## src/rtl/modport_counter_if.sv

```systemverilog
// Interface bundling the counter's control inputs and outputs, with a
// driver-side modport for stimulus and a dut-side modport for the counter.
interface count_ifc #(
    parameter int WIDTH = 4
) (
    input logic CLK
);
    logic             MR;
    logic             Load;
    logic             Enable;
    logic [WIDTH-1:0] P;
    logic [WIDTH-1:0] Q;
    logic             TC;

    modport driver (
        input  CLK,
        output MR,
        output Load,
        output Enable,
        output P,
        input  Q,
        input  TC
    );

    modport dut (
        input  CLK,
        input  MR,
        input  Load,
        input  Enable,
        input  P,
        output Q,
        output TC
    );
endinterface

```

## src/rtl/modport_counter.sv

```systemverilog
// Presettable binary up-counter (74x163 style) with synchronous master reset
// and terminal count. Define MODPORT_COUNTER_SAT_EN to saturate at all-ones.
module modport_counter_core #(
    parameter int WIDTH = 4
) (
    count_ifc.dut bus
);
    localparam logic [WIDTH-1:0] ALL_ONES = '1;

    logic [WIDTH-1:0] countReg;
    logic             atMax;

    assign atMax = (countReg == ALL_ONES);

    // Reset beats load, load beats increment; otherwise the count holds.
    always_ff @(posedge bus.CLK) begin
        if (bus.MR) begin
            countReg <= '0;
        end else if (bus.Load) begin
            countReg <= bus.P;
        end else if (bus.Enable) begin
`ifdef MODPORT_COUNTER_SAT_EN
            if (!atMax) begin
                countReg <= countReg + 1'b1;
            end
`else
            countReg <= countReg + 1'b1;
`endif
        end
    end

    // TC is purely combinational so a cascaded stage sees it in the same cycle.
    assign bus.TC = bus.Enable & atMax & ~bus.MR & ~bus.Load;
    assign bus.Q  = countReg;
endmodule

module modport_counter #(
    parameter int WIDTH = 4
) (
    input  logic             CLK,
    input  logic             MR,
    input  logic [WIDTH-1:0] P,
    input  logic             Load,
    input  logic             Enable,
    output logic [WIDTH-1:0] Q,
    output logic             TC
);
    count_ifc #(.WIDTH(WIDTH)) bus (.CLK(CLK));

    assign bus.MR     = MR;
    assign bus.P      = P;
    assign bus.Load   = Load;
    assign bus.Enable = Enable;

    modport_counter_core #(.WIDTH(WIDTH)) core (.bus(bus.dut));

    assign Q  = bus.Q;
    assign TC = bus.TC;
endmodule

```

## config.mk

```make
export PLATFORM = sky130hd
export DESIGN_NAME = modport_counter
export DESIGN_NICKNAME = d
export VERILOG_FILES = /design/src/rtl/modport_counter_if.sv /design/src/rtl/modport_counter.sv
export SDC_FILE = /design/constraint.sdc
export NUM_CORES = 1
export LEC_CHECK = 0
export ABC_CLOCK_PERIOD_IN_PS = 1520
export CORE_AREA = 2 2 39 41
export DETAILED_ROUTE_END_ITERATION = 6
export DIE_AREA = 0 0 41 43
export HOLD_SLACK_MARGIN = 0.02
export SLEW_MARGIN = 20
export SYNTH_ARGS = -nofsm -noshare
export SYNTH_HDL_FRONTEND = slang
export SYNTH_SLANG_ARGS = --single-unit
```

## constraint.sdc

```tcl
create_clock -name CLK -period 1.52 [get_ports CLK]
set_clock_uncertainty 0.2 [all_clocks]
set_input_delay 0.228 -clock CLK [delete_from_list [all_inputs] [get_ports CLK]]
set_output_delay 0.228 -clock CLK [all_outputs]
set_load 0.05 [all_outputs]
```

==> impl_metrics.py <==
metrics = {
    "die": {
        "rows": 14,
        "die_x_um": 41,
        "io-pin-count": 13,
        "dieHeight_um": 43,
        "die-area_um2": 1763,
        "start_util_pct": 15.82,
        "core_area_um2": 1384,
    },
    "global_route": {
        "grt_remaining_overflow": 0,
        "use_met1_pct": 11.58,
        "grt_start_max_net_pins": 7,
        "use_met3_pct": 4.712,
        "grt_pass1_wl_mm": 1.014,
        "grt_use_total_pct": 9.438,
        "grt_pass1_vias": 244,
        "top_usage_layer": "met1",
        "antenna_found_initial": 0,
        "use_met2_pct": 11.56,
    },
    "min_path": {
        "whs_path_depth": 3,
        "worstHoldStart": "MR",
        "hold_path.class": "input port to register",
        "whs_endpoint": "core.bus.Q[1]",
    },
    "cts": {
        "cts_sinks": 4,
        "cts_root_buf": "clkbuf_4",
        "htree_levels": 1,
        "cts_buffers": 3,
        "clk_pin_slew_ns": 0.04,
        "cts_tree": "built",
        "clock_latency_ns": 0.23,
        "cts_hold_repair.buffers": 0,
        "ctsLongestPathBuffers": 2,
    },
    "critical_path": {
        "rr_worst_depth": 4,
        "r2r_slack_ns": 0.19,
        "crit_path_top_delay_cell": "dfxtp_4",
        "cp_max_fo": 2,
        "r2r_start": "core.bus.Q[0]",
        "r2r_end": "core.bus.Q[1]",
        "arrival_ns": 1.13,
        "cp-start-kind": "register",
        "setup.worst_path.end_class": "primary output",
        "critPathTopFamily": "flip-flops",
        "cp_slowest_stage_delay_ns": 0.35,
        "cp.required_ns": 1.09,
        "critical_path_class": "register to primary output",
        "crit_chain": "ha_4 -> nand2_4 -> nor4_4 -> buf_12",
        "crit_buf_inv": 1,
    },
    "detailed_routing": {
        "drt-total-wl_um": 606,
        "first_pass_iters": 2,
        "via_per_inst": 4.148,
        "vias": 253,
        "ant_nets": 0,
        "drt_iter0_drc": 5,
        "wire_per_inst_um": 9.934,
        "drc": 0,
    },
    "power": {
        "p_comb_share_pct": 35.2,
        "p_leak_nw": 0.2306,
        "ir_drop_uv": 321.0,
        "p_seq_share_pct": 32.2,
        "pwr-share-clk_pct": 32.6,
        "p_int_mw": 0.2784,
        "switching_share_pct": 29.10,
        "switchingPower_mw": 0.1143,
        "p_per_area_nw_per_um2": 758.2,
    },
    "synthesis": {
        "syn_avg_cell_area_um2": 8.758,
        "seq_area_frac_synth_pct": 36.57,
        "async_reset_ff_share_pct": 0,
        "syn-num-nets": 34,
        "synthTopCellsByArea": "dfxtp_1, mux2i_1, xnor2_1",
        "synth_top_cell_area_share_pct": 36.57,
        "syn-instance-count": 25,
        "synth_common_cells": "dfxtp_1, nand2_1",
        "synth_most_common_cell": "dfxtp_1",
        "ys.flop_type": "dfxtp_1",
        "synth_area_leader_cell": "dfxtp_1",
        "synth_cell_type_count": 14,
        "yosysWarnings": 0,
        "ys_ff_latch": 4,
        "synth-edff-count": 0,
        "synth_area_um2": 219.0,
    },
    "sta": {
        "fin_hold_ws_ns": 0.2916,
        "fin_crit_ns": 1.556,
        "rsz0062_at_grt": "yes",
        "setup_viol": 1,
        "fmax_mhz": 642.5,
        "worst_pin_slew_ns": 0.2548,
        "layout_setup_ws_ns": -0.03648,
        "totalNegativeSetupSlack_ns": -0.03648,
        "fin_crit_sh_pct": 102.4,
        "max_slew_margin_pct": 82.89,
        "finalHoldViolations": 0,
        "slew_violations": 0,
    },
    "final_layout": {
        "final_layout_size_suffix_gt1_share_pct": 48.89,
        "num-fill-cells": 147,
        "largest_reg_flops": 4,
        "n_antenna_cell": 0,
        "final_util_pct": 37.43,
        "fin_nets": 56,
        "layout.area.seq_um2": 92.59,
        "multiInputGateArea_um2": 163.9,
        "area_growth_pct": 136.6,
    },
    "run_status": {
        "violations": "negative setup slack",
        "outcome": "complete, but fails checks",
    },
    "job": {
        "maxCapViolations": 0,
    },
    "place": {
        "gp_congestion": 0.6416,
        "io_buffers": 12,
    },
}
cell families after synthesis:
kind of cell    after synthesis  share of synthesized area, %
compound gates                4                         11.43
buf+inv                       3                         5.713
flops                         4                         36.57
xor+xnor                      3                         12.00
fa+ha+maj                     1                         5.713
mux                           3                         14.29
simple gates                  7                         14.29
power by group through the flow:
stage	clock (mW)	sequential [mW]	combinational (mW)
2_1_floorplan	0	0.156	0.0298
3_3_place_gp	0	0.130	0.130
6_report	0.128	0.126	0.138
3_5_place_dp	0	0.130	0.133
4_1_cts	0.136	0.127	0.141
5_1_grt	0.146	0.128	0.147
per-layer routing:
layer  vias up  part of all wire [%]
li1        127                     -
met1       114                    40
met2        10                    49
met3         2                    10
met4         0                  0.99
met5         -                     0
cells in the final DEF, fill, tap and decap left out, drive strengths merged:
cell type / n
a21oi: 2
buf: 11
clkbuf: 3
clkdlybuf4s50: 4
dfxtp: 4
dlygate4sd2: 3
ha: 1
inv: 2
mux2: 1
mux2i: 2
nand2: 3
nand4: 1
nor2: 2
nor4: 1
o21a: 2
xnor2: 2
xor2: 1
repair_timing:
action | in CTS | in global routing
pin swaps | 3 | 0
buffers inserted | 2 | 0
resized for setup | 5 | 1
setup endpoints to repair | 1 | 1
cloned | 0 | 0
final cells by class:
cell class                      count  area share, %
Multi-Input combinational cell     18          31.64
Tap cell                           16          3.865
Sequential cell                     4          17.87
Timing Repair Buffer               18          40.82
Inverter                            2          1.449
Clock buffer                        3          4.348
per-stage QoR:
stage               instance area (um^2)  setup slack (ns)  instances  power [mW]
floorplan                          259.0           -0.2272         25      0.1863
global placement                   474.2           -0.1623         56      0.2593
detailed placement                 474.2           -0.1675         56      0.2629
CTS                                515.5          -0.04818         61      0.4036
global route                       518.0          -0.08041         61      0.4206
finish                             518.0          -0.03648         61      0.3927
worst max-delay path by stage:
stage	to	slack, ns	start	cells past startpoint
final	TC	-0.04	core.bus.Q[0]	4
after global routing	TC	-0.08	core.bus.Q[0]	4
after CTS	TC	-0.05	core.bus.Q[0]	4
after detailed placement	TC	-0.17	Enable	4
after global placement	TC	-0.16	Enable	4
after floorplan	TC	-0.23	core.bus.Q[0]	3
worst min-delay path: cells and delay by family:
| family | cells | cell delay (ns) |
|---|---|---|
| buf+inv | 2 | 0.41 |
| simple gates | 1 | 0.04 |
Note: power is estimated with default switching activity, not from simulation.
